===== config.mk =====
export PLATFORM = sky130hd
export DESIGN_NAME = mdu_pipe
export DESIGN_NICKNAME = d
export VERILOG_FILES = /design/src/rtl/mdu_pipe.sv
export SDC_FILE = /design/constraint.sdc
export NUM_CORES = 2
export LEC_CHECK = 0
export BUFFER_PORTS_ARGS = -buffer_cell sky130_fd_sc_hd__buf_2
export CAP_MARGIN = 20
export CORE_MARGIN = 2
export CORE_UTILIZATION = 45
export DETAILED_ROUTE_END_ITERATION = 12
export HOLD_SLACK_MARGIN = 0.15
export PLACE_DENSITY_LB_ADDON = 0.2
export SLEW_MARGIN = 20
export SYNTH_ARGS = -nofsm -noshare
export SYNTH_HDL_FRONTEND = slang
export SYNTH_SLANG_ARGS = --single-unit

===== constraint.sdc =====
create_clock -name i_clk -period 12.5 [get_ports i_clk]
set_input_delay 3.75 -clock i_clk [delete_from_list [all_inputs] [get_ports i_clk]]
set_output_delay 3.75 -clock i_clk [all_outputs]
set_load 0.1 [all_outputs]

===== src/rtl/mdu_pipe.sv =====
// RV32M/RV64M multiply-divide unit: pipelined multiplier plus iterative restoring divider.
// Results and tags share one registered output port; the divider holds busy for its whole run.
module mdu_pipe #(
  parameter int P_DATA_MSB   = 31,
  parameter int P_MUL_STAGES = 2,
  parameter int P_DIV_RADIX  = 1,
  parameter int P_TAG_MSB    = 4
) (
  input  logic                  i_clk,
  input  logic                  i_rst,
  input  logic [P_DATA_MSB:0]   i_mdu_rs1,
  input  logic [P_DATA_MSB:0]   i_mdu_rs2,
  input  logic [2:0]            i_mdu_op,
  input  logic [P_TAG_MSB:0]    i_mdu_tag,
  input  logic                  i_mdu_valid,
  output logic                  o_mdu_busy,
  output logic                  o_mdu_valid,
  output logic [P_DATA_MSB:0]   o_mdu_rd,
  output logic [P_TAG_MSB:0]    o_mdu_tag
);
  localparam int W  = P_DATA_MSB + 1;
  localparam int T  = P_TAG_MSB + 1;
  localparam int K  = P_DIV_RADIX;
  localparam int N  = W / K;
  localparam int CW = $clog2(N + 1);
  localparam int MS = (P_MUL_STAGES > 1) ? P_MUL_STAGES - 1 : 1;

  if (W != 32 && W != 64) begin : g_bad_w
    $error("mdu_pipe: P_DATA_MSB must give W of 32 or 64");
  end
  if (P_MUL_STAGES < 1 || P_MUL_STAGES > 4) begin : g_bad_s
    $error("mdu_pipe: P_MUL_STAGES must be 1..4");
  end
  if ((K != 1 && K != 2 && K != 4) || (W % K) != 0) begin : g_bad_k
    $error("mdu_pipe: P_DIV_RADIX must be 1, 2 or 4 and divide W");
  end

  typedef enum logic [1:0] {S_IDLE, S_RUN, S_DONE} state_t;
  state_t r_state, w_state_nxt;

  logic w_acc, w_macc, w_dacc;
  assign o_mdu_busy = (r_state != S_IDLE);
  assign w_acc  = i_mdu_valid & ~o_mdu_busy;
  assign w_macc = w_acc & ~i_mdu_op[2];
  assign w_dacc = w_acc &  i_mdu_op[2];

  // ---------------- multiplier ----------------
  // Operands widened to W+1 so one signed multiplier covers all four sign combinations;
  // only the low 2W product bits are ever needed.
  logic signed [W:0]     w_ma, w_mb;
  logic signed [2*W-1:0] w_prod;
  logic [W-1:0]          w_mres;
  assign w_ma   = {(i_mdu_op[1:0] == 2'b01 || i_mdu_op[1:0] == 2'b10) & i_mdu_rs1[W-1], i_mdu_rs1};
  assign w_mb   = {(i_mdu_op[1:0] == 2'b01) & i_mdu_rs2[W-1], i_mdu_rs2};
  assign w_prod = w_ma * w_mb;
  assign w_mres = (i_mdu_op[1:0] == 2'b00) ? w_prod[W-1:0] : w_prod[2*W-1:W];

  logic [MS-1:0]         r_vld_pipe;
  logic [MS-1:0][W-1:0]  r_mres;
  logic [MS-1:0][T-1:0]  r_mtag;
  logic                  w_mlast_v;
  logic [W-1:0]          w_mlast_r;
  logic [T-1:0]          w_mlast_t;

  always_ff @(posedge i_clk or posedge i_rst) begin
    if (i_rst) begin
      r_vld_pipe <= '0;
      r_mres     <= '0;
      r_mtag     <= '0;
    end else begin
      r_vld_pipe[0] <= w_macc;
      r_mres[0]     <= w_mres;
      r_mtag[0]     <= i_mdu_tag;
      for (int i = 1; i < MS; i++) begin
        r_vld_pipe[i] <= r_vld_pipe[i-1];
        r_mres[i]     <= r_mres[i-1];
        r_mtag[i]     <= r_mtag[i-1];
      end
    end
  end

  // The output register is the last multiplier stage, so one stage feeds it directly.
  if (P_MUL_STAGES == 1) begin : g_m1
    assign w_mlast_v = w_macc;
    assign w_mlast_r = w_mres;
    assign w_mlast_t = i_mdu_tag;
  end else begin : g_mn
    assign w_mlast_v = r_vld_pipe[MS-1];
    assign w_mlast_r = r_mres[MS-1];
    assign w_mlast_t = r_mtag[MS-1];
  end

  // ---------------- divider ----------------
  logic [W-1:0]     r_drem, r_dq, r_drs1;
  logic [2*W-2:0]   r_ddiv;
  logic [CW-1:0]    r_dcnt;
  logic [T-1:0]     r_dtag;
  logic             r_dnegq, r_dnegr, r_disrem, r_dz, r_dovf;

  logic             w_sgn;
  logic [W-1:0]     w_abs1, w_abs2;
  assign w_sgn  = ~i_mdu_op[0];
  assign w_abs1 = (w_sgn & i_mdu_rs1[W-1]) ? -i_mdu_rs1 : i_mdu_rs1;
  assign w_abs2 = (w_sgn & i_mdu_rs2[W-1]) ? -i_mdu_rs2 : i_mdu_rs2;

  logic [2*W-2:0] w_srem, w_sdiv;
  logic [W-1:0]   w_sq;
  always_comb begin
    w_srem = {{(W-1){1'b0}}, r_drem};
    w_sdiv = r_ddiv;
    w_sq   = r_dq;
    for (int k = 0; k < K; k++) begin
      if (w_srem >= w_sdiv) begin
        w_srem = w_srem - w_sdiv;
        w_sq   = {w_sq[W-2:0], 1'b1};
      end else begin
        w_sq   = {w_sq[W-2:0], 1'b0};
      end
      w_sdiv = w_sdiv >> 1;
    end
  end

  always_comb begin
    w_state_nxt = r_state;
    case (r_state)
      S_IDLE:  if (w_dacc) w_state_nxt = S_RUN;
      S_RUN:   if (r_dcnt == CW'(1)) w_state_nxt = S_DONE;
      S_DONE:  w_state_nxt = S_IDLE;
      default: w_state_nxt = S_IDLE;
    endcase
  end

  always_ff @(posedge i_clk or posedge i_rst) begin
    if (i_rst) r_state <= S_IDLE;
    else       r_state <= w_state_nxt;
  end

  always_ff @(posedge i_clk or posedge i_rst) begin
    if (i_rst) begin
      r_drem <= '0; r_dq <= '0; r_drs1 <= '0; r_ddiv <= '0; r_dcnt <= '0; r_dtag <= '0;
      r_dnegq <= 1'b0; r_dnegr <= 1'b0; r_disrem <= 1'b0; r_dz <= 1'b0; r_dovf <= 1'b0;
    end else if (w_dacc) begin
      r_drem   <= w_abs1;
      r_ddiv   <= {w_abs2, {(W-1){1'b0}}};
      r_dq     <= '0;
      r_dcnt   <= CW'(N);
      r_drs1   <= i_mdu_rs1;
      r_dtag   <= i_mdu_tag;
      r_disrem <= i_mdu_op[1];
      r_dnegq  <= w_sgn & (i_mdu_rs1[W-1] ^ i_mdu_rs2[W-1]);
      r_dnegr  <= w_sgn & i_mdu_rs1[W-1];
      r_dz     <= (i_mdu_rs2 == '0);
      r_dovf   <= w_sgn & (i_mdu_rs1 == {1'b1, {(W-1){1'b0}}}) & (i_mdu_rs2 == '1);
    end else if (r_state == S_RUN) begin
      r_drem <= w_srem[W-1:0];
      r_ddiv <= w_sdiv;
      r_dq   <= w_sq;
      r_dcnt <= r_dcnt - CW'(1);
    end
  end

  logic [W-1:0] w_dres;
  always_comb begin
    if (r_dz)        w_dres = r_disrem ? r_drs1 : '1;
    else if (r_dovf) w_dres = r_disrem ? '0 : {1'b1, {(W-1){1'b0}}};
    else if (r_disrem) w_dres = r_dnegr ? -r_drem : r_drem;
    else             w_dres = r_dnegq ? -r_dq : r_dq;
  end

  // Busy blocks issue during a divide, so the two sources never strobe together.
  always_ff @(posedge i_clk or posedge i_rst) begin
    if (i_rst) begin
      o_mdu_valid <= 1'b0;
      o_mdu_rd    <= '0;
      o_mdu_tag   <= '0;
    end else if (r_state == S_DONE) begin
      o_mdu_valid <= 1'b1;
      o_mdu_rd    <= w_dres;
      o_mdu_tag   <= r_dtag;
    end else if (w_mlast_v) begin
      o_mdu_valid <= 1'b1;
      o_mdu_rd    <= w_mlast_r;
      o_mdu_tag   <= w_mlast_t;
    end else begin
      o_mdu_valid <= 1'b0;
    end
  end
endmodule


==> impl_metrics.toml <==
[run_status]
status = "completed"

[yosys]
syn_nets = 7593
yosysTopAreaCell = "fa_1"
synthXorXnorAreaFrac_pct = 3.57
syn_avg_cell_area_um2 = 8.72
muxShareOfSynthArea_pct = 1.16
synth-edff-count = 0
synth-simple-area-share_pct = 16.2
synth_ff_type = "dfrtp_1"
synth-seq-cells = 253
yosys.area_share.adder_pct = 48.1
synth_compound_area_share_pct = 7.83
synth_cell_type_count = 79
yosysWarnings = 0
synth_cells = 6138
synth.top_cell.area_share_pct = 42.1
synthesis.area_um2 = 53500
seq_area_frac_synth_pct = 11.8
async_flop_share_pct = 100
synth_area_leaders = "fa_1 (42%), dfrtp_1 (12%), inv_1 (8.7%)"
synth_top_family_by_area = "adder cells"

[grt]
grt_pass1_vias = 43783
grt_pass1_wl_mm = 268
grt_max_degree = 122
overflow = 0
grt_usage_pct = 28.9
antenna_found_initial = 14

[setup_path]
slowest_delay_ns = 0.54
timing.reg2reg.setup_slack_ns = 8.71
worst-endpoint-arrival_ns = 12.06
slowest_stage = "fa_1"
timing.rr.start = "r_drem[20]$_DFFE_PP0P_"
r2r_cells = 11
crit_type = "in2reg"
cp-startpoint = "i_mdu_op[1]"
cp-end-kind = "flip-flop"
worstPathRequired_ns = 12.93
reg2reg_to = "r_drem[23]$_DFFE_PP0P_"
start_kind = "input pin"
worstPathMaxFanout = 7
crit_end = "r_mres[31]$_DFF_PP0_"

[timing]
timing.final.crit_share_pct = 93.0
slew_headroom_pct = 30.2
finalCriticalPeriod_ns = 11.63
worst_pin_slew_ns = 1.05
finalHoldViolCount = 0
max_freq_ghz = 0.0860
setup_tns_ns = 0
grt_setup_unrepaired = "false"
setup_viol_count_final = 0
finalClockSkew_ns = 0.0316
finalMaxSlewViolations = 0

[cts]
clock_sinks = 253
root_buffer = "clkbuf_16"
clockBufferDepth = 3
cts_hold_buf = 0
insertion_delay_ns = 0.55
h-tree-depth = 2
cts_setup_buffers = 0
ctsResizeCount = 0
cts_made_buffers = 34
path_clk_slew_ns = 0.06
cts_tree = "built"

[final_layout]
fin_cells = 7619
fill_cells = 11421
drive_gt1_share_pct = 6.07
area_growth_syn_to_layout_pct = 6.39
nNetsFinal = 7508

[route]
first_pass_iters = 6
post-route-drc-count = 0
wire_per_inst_um = 22.4
first_iter_violations = 3659
routed_wl_mm = 170
antenna_left = 0
vias = 41632
viasPerCell = 5.46

[die]
io_pins = 114
fp-row-count = 126
die_y_um = 349
die_area_um2 = 122000
die_w_um = 349
coreArea_um2 = 118000
initial_core_util_pct = 45.3

[placed_design]
dp.cells = 7553
dp_hpwl_mm = 137
gp_congestion = 0.938
io_buffer_count = 113

[worst_hold_path]
worstHoldPathCells = 2
hold_class = "reg2reg"

[flow_run]
maxCapViolCount = 0
## cells in the mapped netlist, drive strengths merged, types with 8 or more instances
master / count
nand2: 1204
buf: 71
o21a: 9
or2: 11
ha: 254
and3: 33
a21oi: 247
a211oi: 9
xnor2: 119
and2: 278
nand3: 21
nand2b: 46
a31oi: 50
o22ai: 20
nor2b: 16
o21bai: 10
or3: 24
a21o: 65
fa: 1126
xor2: 99
and4: 11
mux2i: 53
a221oi: 25
or4: 11
nor3: 29
o21ai: 140
nand3b: 8
inv: 1239
o211ai: 8
nor2: 193
o41ai: 18
mux2: 8
nor4: 19
clkbuf: 311
dfrtp: 253
nand4: 19
o31ai: 26
## cell families after synthesis
group           Yosys count
simple gates           1932
buf+inv                1621
fa+ha+maj              1380
compound gates          673
flops                   253
xor+xnor                218
mux                      61
## worst min-delay path by stage
stage,from,end,slack [ns]
global placement,r_drs1[8]$_DFFE_PP0P_,r_drs1[8]$_DFFE_PP0P_,0.45
global route,r_drs1[15]$_DFFE_PP0P_,r_drs1[15]$_DFFE_PP0P_,0.49
floorplan,r_drs1[0]$_DFFE_PP0P_,r_drs1[0]$_DFFE_PP0P_,0.44
finish,r_drs1[26]$_DFFE_PP0P_,r_drs1[26]$_DFFE_PP0P_,0.47
detailed placement,r_drs1[8]$_DFFE_PP0P_,r_drs1[8]$_DFFE_PP0P_,0.45
CTS,r_drs1[26]$_DFFE_PP0P_,r_drs1[26]$_DFFE_PP0P_,0.47
## metal layers
| metal | share of wire [%] | track usage [%] |
|---|---|---|
| met5 | 0.041 | 0 |
| met2 | 45 | 46.0 |
| met4 | 2.8 | 7.25 |
| met1 | 44 | 41.6 |
| met3 | 8.1 | 4.16 |
## flip-flops by register name (all words and copies together) (netlist names)
register	count
r_ddiv	63
o_mdu_rd	32
r_dq	32
r_drem	32
r_drs1	32
r_mres	32
r_dcnt	6
o_mdu_tag	5
r_dtag	5
r_mtag	5
r_state	2
o_mdu_valid	1
r_disrem	1
r_dnegq	1
r_dnegr	1
r_dovf	1
r_dz	1
r_vld_pipe	1
## worst max-delay path, delay by kind of cell
kind | cells | cell delay [ns]
AOI/OAI and AO/OA | 8 | 1.64
muxes | 1 | 0.36
buffers and inverters | 9 | 1.08
and+or+nand+nor | 2 | 0.52
adders and majority gates | 10 | 4.69
## area by class of cell
cell class | count | area [µm²] | share of cell area [%]
clock buffer | 47 | 1010 | 1.78
timing repair buffer | 261 | 1700 | 2.99
antenna | 6 | 15.0 | 0.0264
inverter | 1239 | 4660 | 8.18
multi-input combinational | 4264 | 41100 | 72.2
sequential | 253 | 6330 | 11.1
clock inverter | 13 | 178 | 0.312
tap | 1536 | 1920 | 3.37
## per-stage QoR
stage	cell area [µm²]	hold WS, ns	setup WS (ns)	util, %
detailed placement	55700	0.455	0.403	47.2
global route	56900	0.490	0.436	48.2
CTS	56900	0.469	0.911	48.2
global placement	55700	0.449	0.466	47.2
finish	56900	0.469	0.872	48.2
floorplan	53500	0.437	0.433	-
## cell usage in the layout, fill, tap and decap left out, types with 65 or more instances in the layout
cell,instances
inv_1,1238
nand2_1,1204
fa_1,1126
and2_1,277
ha_1,253
dfrtp_1,251
a21oi_1,246
nor2_1,192
buf_4,146
o21ai_0,129
xnor2_1,119
buf_2,113
xor2_1,99
a21o_1,65
Power is not shown: default switching activity piles up to over one toggle a cycle in this logic, so the estimate is an artifact.
